--- src/rtl/alarm_clock_multi.sv ---
// alarm_clock_multi: 24-hour timekeeper with N_ALARMS independently enabled
// alarm slots sharing one ring/snooze state machine, ring auto-timeout and
// snooze countdown.
// Optional feature macro: ALARM_SNOOZE_LIMIT_EN caps accepted snoozes per
// ring episode at MAX_SNOOZE; when undefined, snooze is unlimited.
module alarm_clock_multi #(
  parameter int unsigned CLK_HZ     = 10000000,
  parameter int unsigned N_ALARMS   = 4,
  parameter int unsigned SNOOZE_MIN = 5,
  parameter int unsigned RING_SEC   = 60,
  parameter int unsigned MAX_SNOOZE = 3
) (
  input  logic                clk,
  input  logic                rst,
  input  logic                time_we,
  input  logic [4:0]          time_hh,
  input  logic [5:0]          time_mm,
  input  logic                alarm_we,
  input  logic [2:0]          alarm_idx,
  input  logic                alarm_en,
  input  logic [4:0]          alarm_hh,
  input  logic [5:0]          alarm_mm,
  input  logic                snooze,
  input  logic                dismiss,
  output logic [4:0]          hh,
  output logic [5:0]          mm,
  output logic [5:0]          ss,
  output logic                sec_tick,
  output logic                ringing,
  output logic                snoozing,
  output logic [N_ALARMS-1:0] ring_mask
);

  localparam int unsigned PRE_W   = $clog2(CLK_HZ);
  localparam int unsigned RT_W    = $clog2(RING_SEC + 1);
  localparam int unsigned SNZ_MAX = SNOOZE_MIN * 60;
  localparam int unsigned SZ_W    = $clog2(SNZ_MAX + 1);

  // Elaboration-time sanity check on the parameter ranges
  if (CLK_HZ < 2 || N_ALARMS < 1 || N_ALARMS > 8 || SNOOZE_MIN < 1 ||
      SNOOZE_MIN > 30 || RING_SEC < 1 || RING_SEC > 255 || MAX_SNOOZE > 255) begin : g_param_check
    $error("alarm_clock_multi: parameter out of range");
  end

  typedef struct packed {
    logic       en;
    logic [4:0] hh;
    logic [5:0] mm;
  } slot_t;

  typedef enum logic [1:0] {
    S_IDLE   = 2'd0,
    S_RING   = 2'd1,
    S_SNOOZE = 2'd2
  } state_t;

  state_t              state;
  logic [PRE_W-1:0]    pre;
  logic [RT_W-1:0]     ring_t;
  logic [SZ_W-1:0]     snz_t;
  slot_t               slots [N_ALARMS];

  logic                load_ok_c;
  logic                alarm_ok_c;
  logic                tick_c;
  logic                snooze_ok_c;
  logic [4:0]          hh_n;
  logic [5:0]          mm_n;
  logic [5:0]          ss_n;
  logic [N_ALARMS-1:0] match_c;
  logic                any_match_c;

  // Write qualification, tick generation, next time of day and alarm match
  always_comb begin
    load_ok_c  = time_we && (time_hh <= 5'd23) && (time_mm <= 6'd59);
    alarm_ok_c = alarm_we && (32'(alarm_idx) < N_ALARMS) &&
                 (alarm_hh <= 5'd23) && (alarm_mm <= 6'd59);
    tick_c     = (pre == PRE_W'(CLK_HZ - 1)) && !load_ok_c;
    hh_n = hh;
    mm_n = mm;
    ss_n = ss + 6'd1;
    if (ss == 6'd59) begin
      ss_n = 6'd0;
      if (mm == 6'd59) begin
        mm_n = 6'd0;
        hh_n = (hh == 5'd23) ? 5'd0 : hh + 5'd1;
      end else begin
        mm_n = mm + 6'd1;
      end
    end
    match_c = '0;
    for (int i = 0; i < int'(N_ALARMS); i++) begin
      match_c[i] = tick_c && (ss == 6'd59) && slots[i].en &&
                   (slots[i].hh == hh_n) && (slots[i].mm == mm_n);
    end
    any_match_c = |match_c;
  end

  assign sec_tick = tick_c;

  // Prescaler and time-of-day registers; a valid load wins over a tick
  always_ff @(posedge clk or posedge rst) begin
    if (rst) begin
      pre <= '0;
      hh  <= 5'd0;
      mm  <= 6'd0;
      ss  <= 6'd0;
    end else if (load_ok_c) begin
      pre <= '0;
      hh  <= time_hh;
      mm  <= time_mm;
      ss  <= 6'd0;
    end else if (tick_c) begin
      pre <= '0;
      hh  <= hh_n;
      mm  <= mm_n;
      ss  <= ss_n;
    end else begin
      pre <= pre + PRE_W'(1);
    end
  end

  // Alarm slot storage
  always_ff @(posedge clk or posedge rst) begin
    if (rst) begin
      for (int i = 0; i < int'(N_ALARMS); i++) begin
        slots[i] <= '0;
      end
    end else if (alarm_ok_c) begin
      for (int i = 0; i < int'(N_ALARMS); i++) begin
        if (alarm_idx == 3'(i)) begin
          slots[i] <= '{en: alarm_en, hh: alarm_hh, mm: alarm_mm};
        end
      end
    end
  end

`ifdef ALARM_SNOOZE_LIMIT_EN
  localparam int unsigned SC_W = (MAX_SNOOZE < 1) ? 1 : $clog2(MAX_SNOOZE + 1);
  logic [SC_W-1:0] snz_count;

  assign snooze_ok_c = snooze && (snz_count < SC_W'(MAX_SNOOZE));

  // Accepted-snooze counter; IDLE always precedes a fresh ring episode, so
  // holding it clear there covers entry from IDLE, dismiss and timeout
  always_ff @(posedge clk or posedge rst) begin
    if (rst) begin
      snz_count <= '0;
    end else if (state == S_IDLE) begin
      snz_count <= '0;
    end else if (state == S_RING && !dismiss && snooze_ok_c) begin
      snz_count <= snz_count + SC_W'(1);
    end
  end
`else
  assign snooze_ok_c = snooze;
`endif

  // Ring/snooze state machine with ring timeout and snooze countdown
  always_ff @(posedge clk or posedge rst) begin
    if (rst) begin
      state     <= S_IDLE;
      ringing   <= 1'b0;
      snoozing  <= 1'b0;
      ring_mask <= '0;
      ring_t    <= '0;
      snz_t     <= '0;
    end else begin
      case (state)
        S_IDLE: begin
          if (any_match_c) begin
            state     <= S_RING;
            ringing   <= 1'b1;
            ring_mask <= match_c;
            ring_t    <= '0;
          end
        end
        S_RING: begin
          if (dismiss) begin
            state     <= S_IDLE;
            ringing   <= 1'b0;
            ring_mask <= '0;
            ring_t    <= '0;
          end else if (snooze_ok_c) begin
            state     <= S_SNOOZE;
            ringing   <= 1'b0;
            snoozing  <= 1'b1;
            ring_mask <= ring_mask | match_c;
            snz_t     <= SZ_W'(SNZ_MAX);
          end else if (any_match_c) begin
            ring_mask <= ring_mask | match_c;
            ring_t    <= '0;
          end else if (tick_c) begin
            if (ring_t == RT_W'(RING_SEC - 1)) begin
              state     <= S_IDLE;
              ringing   <= 1'b0;
              ring_mask <= '0;
              ring_t    <= '0;
            end else begin
              ring_t <= ring_t + RT_W'(1);
            end
          end
        end
        S_SNOOZE: begin
          if (dismiss) begin
            state     <= S_IDLE;
            snoozing  <= 1'b0;
            ring_mask <= '0;
            snz_t     <= '0;
          end else if (any_match_c) begin
            state     <= S_RING;
            ringing   <= 1'b1;
            snoozing  <= 1'b0;
            ring_mask <= ring_mask | match_c;
            ring_t    <= '0;
            snz_t     <= '0;
          end else if (tick_c) begin
            if (snz_t <= SZ_W'(1)) begin
              state    <= S_RING;
              ringing  <= 1'b1;
              snoozing <= 1'b0;
              ring_t   <= '0;
              snz_t    <= '0;
            end else begin
              snz_t <= snz_t - SZ_W'(1);
            end
          end
        end
        default: begin
          state    <= S_IDLE;
          ringing  <= 1'b0;
          snoozing <= 1'b0;
        end
      endcase
    end
  end

endmodule

--- config.mk ---
export PLATFORM = sky130hd
export DESIGN_NAME = alarm_clock_multi
export DESIGN_NICKNAME = d
export VERILOG_FILES = /design/src/rtl/alarm_clock_multi.sv
export SDC_FILE = /design/constraint.sdc
export NUM_CORES = 1
export LEC_CHECK = 0
export ABC_AREA = 0
export BUFFER_PORTS_ARGS = -buffer_cell sky130_fd_sc_hd__buf_2
export CORE_AREA = 4 4 130 132
export CTS_CLUSTER_SIZE = 14
export DETAILED_ROUTE_END_ITERATION = 10
export DIE_AREA = 0 0 134 136
export HOLD_SLACK_MARGIN = 0.02
export PLACE_DENSITY = 0.74
export SYNTH_ARGS = -nofsm -noshare
export SYNTH_HDL_FRONTEND = slang
export SYNTH_SLANG_ARGS = --single-unit
--- constraint.sdc ---
create_clock -name clk -period 3.45 [get_ports clk]
set_input_delay 0.1725 -clock clk [delete_from_list [all_inputs] [get_ports clk]]
set_output_delay 0.1725 -clock clk [all_outputs]
set_load 0.01 [all_outputs]
==> metrics.yaml <==
final_layout:
  fin_cells: 1035
  layout_commonest_cell: "dfrtp_1"
  utilization_pct: 52.5
  layout_common_cells: "112 x dfrtp_1, 66 x nand2_1, 56 x nor2_1"
  final_area_um2: 8240
  drive_above_1_share_pct: 27.1
  num_antenna_cells: 0
  nets: 858
  area_growth_pct: 18.2
floorplanning:
  die-area_um2: 18200
  ioPinCount: 56
  rows: 46
  initial_core_util_pct: 44.4
  die_y_um: 136
  die-width_um: 134
  fp.coreArea_um2: 15700
clocking:
  cts_tree: "yes"
  clock_sinks: 112
  clk_pin_slew_ps: 80
  htreeDepth: 3
  clockBufferDepth: 2
  cts_buffers: 9
  clockRootBuffer: "clkbuf_16"
  clk-insertion-delay-late_ps: 360
timing:
  layout_min_cycle_time_ps: 3360
  fin_worst_skew_ps: 12.0
  finalSetupTns_ps: 0
  hold_viol: 0
  worst_slew_pin_slew_ps: 838
  setup_viol: 0
  relSlewSlack_pct: 43.6
  drv_slew: 0
  whs_ps: 31.1
  fmax_mhz: 298
  layout_setup_ws_ps: 89.9
  timing.final.crit_share_pct: 97.4
power_and_ir_drop:
  peakVddDrop_v: 0.000276
  power.density_nw_per_um2: 431
  sw_frac_of_total_pct: 31.3
  combinationalPowerShare_pct: 22.8
  internal_power_mw: 2.44
  p_seq_share_pct: 47.3
  p_total_mw: 3.55
  p_leak_nw: 3.56
  p_clk_share_pct: 29.9
  p_switching_mw: 1.11
place:
  placed_cells: 1003
  place_ws_ps: -3.38
  port_buffers: 55
  dpl_cell_area_um2: 7680
  dp.final_hpwl_mm: 13.6
  routabilityCongestion: 1.00
global_route:
  grt_pass1_vias: 5834
  grt_usage_pct: 20.2
  grt_pass1_wl_mm: 29.5
  grt_max_degree: 41
  antenna_found_initial: 0
  overflow: 0
detailed_routing:
  wl_mm: 18.4
  vias: 6003
  avgRoutedWirePerCell_um: 17.8
  ant_nets: 0
  drt-vias-per-instance: 5.80
  dr.pass1.iters: 5
  drc: 0
  drt-initial-drc-count: 488
logic_synthesis:
  ys_ff_latch: 112
  synth_area_um2: 6970
  syn_inst: 724
  avgSynthCellArea_um2: 9.63
  yosys.cell_types.count: 82
  synth_edf_count: 0
  synth_warnings: 0
  yosys_most_used_dff: "dfrtp_1"
  syn_nets: 767
  seq_area_frac_synth_pct: 40.2
  async_flop_share_pct: 100
critical_path:
  r2r-start: "hh[0]"
  cp_data_arrival_time_ps: 3610
  crit_path_start: "hh[0]"
  cp-end-kind: "register"
  path_max_fanout: 7
  path_class: "reg2reg"
  critPathLaunchType: "register"
  worstPathRequired_ps: 3700
min_path:
  min_from: "time_hh[3]"
  worst_hold_path_type: "in2reg"
flow_run:
  cap_violations: 0
status:
  status: "finished clean"
worst max-delay path, stage by stage, from the launching register on:
cell and delay, ps:
dfrtp_1 380, ha_1 290, and4b_1 230, nand2b_1 290, xnor2_1 240, a221o_1 330, nor4b_2 360, nand4_1 130
buf_4 190, nand4b_4 140, buf_4 140, nor3_4 40, nor3_2 170, mux2_4 320
registers in the layout (all words and copies together) (netlist names):
register,cells
slots,48
pre,24
snz_t,9
mm,6
ring_t,6
ss,6
hh,5
ring_mask,4
state,2
ringing,1
snoozing,1
cell usage after synthesis (5+ instances only):
cell type / number / area [um2]
ha_1: 11 / 138
o21ai_0: 40 / 200
o21ai_1: 7 / 35.0
mux2_2: 48 / 541
nor4b_1: 5 / 43.8
dfrtp_1: 112 / 2800
inv_1: 27 / 101
nor3_1: 13 / 65.1
xnor2_1: 29 / 254
nor4_1: 8 / 50.1
o22ai_1: 7 / 43.8
a21oi_1: 32 / 160
and4b_1: 5 / 50.1
and3_1: 5 / 31.3
or3_1: 9 / 56.3
nor2_1: 57 / 214
nand3_1: 35 / 175
nor2b_1: 5 / 31.3
o2111ai_1: 5 / 43.8
mux2i_1: 11 / 110
nand4_1: 18 / 113
o211ai_1: 6 / 45.0
buf_2: 9 / 45.0
clkbuf_1: 22 / 82.6
xor2_1: 22 / 193
nand2_1: 66 / 248
nand4b_1: 5 / 43.8
a21boi_0: 6 / 45.0
nand2b_1: 12 / 75.1
or2_2: 5 / 31.3
final cells by class:
| class | count | area (um2) |
|---|---|---|
| Clock inverter | 6 | 68.8 |
| Multi-Input combinational cell | 552 | 4050 |
| Timing Repair Buffer | 113 | 726 |
| Clock buffer | 9 | 225 |
| Sequential cell | 112 | 2800 |
| Inverter | 27 | 104 |
| Fill cell | 1387 | 7470 |
| Tap cell | 216 | 270 |
power groups by stage:
stage               logic (mW)  registers [mW]  clock network [mW]
global placement         0.766            1.69                   0
detailed placement       0.772            1.70                   0
floorplan                0.553            1.63                   0
finish                   0.809            1.68                1.06
CTS                      0.788            1.68                1.09
global route             0.890            1.70                1.14
layer usage:
layer	global-route usage (%)	vias to the layer above	routed length, um
met3	4.81	33	1160
met2	33.9	229	8950
met1	26.1	2909	7860
li1	-	2832	-
met4	6.17	0	429
met5	0	-	0
path summary, 6_finish.rpt:
path / cells past startpoint / end / slack (ps)
worst min register to register: 2 / snz_t[6] / 500
worst max register to register: 13 / snoozing / 90
worst max-delay path: 13 / snoozing / 90
min in group asynchronous: 3 / pre[7] / 370
worst min-delay path: 3 / hh[3] / 30
max in group asynchronous: 4 / slots[9] / 2220
cells by family (layout without fill, tap and decap cells):
| family | after synthesis | count (layout) | share of synthesized area, % |
|---|---|---|---|
| xor gates and xnor gates | 51 | 51 | 6.41 |
| AOI/OAI and AO/OA | 148 | 148 | 14.7 |
| adders and majority gates | 11 | 11 | 1.97 |
| muxes | 61 | 61 | 9.87 |
| DFF | 112 | 112 | 40.2 |
| buffers and inverters | 61 | 155 | 3.82 |
| and+or+nand+nor | 280 | 281 | 23.0 |
timing repair:
action                                  4_1_cts  5_1_grt
hold buffers                                  6        0
pin swaps                                     2        6
cloned                                        0        1
setup buffers                                 2        8
endpoints found under the setup margin        4       22
gates resized for setup                       1       24
endpoints found under the hold margin        38        0
Note: power is estimated with default switching activity, not from simulation.
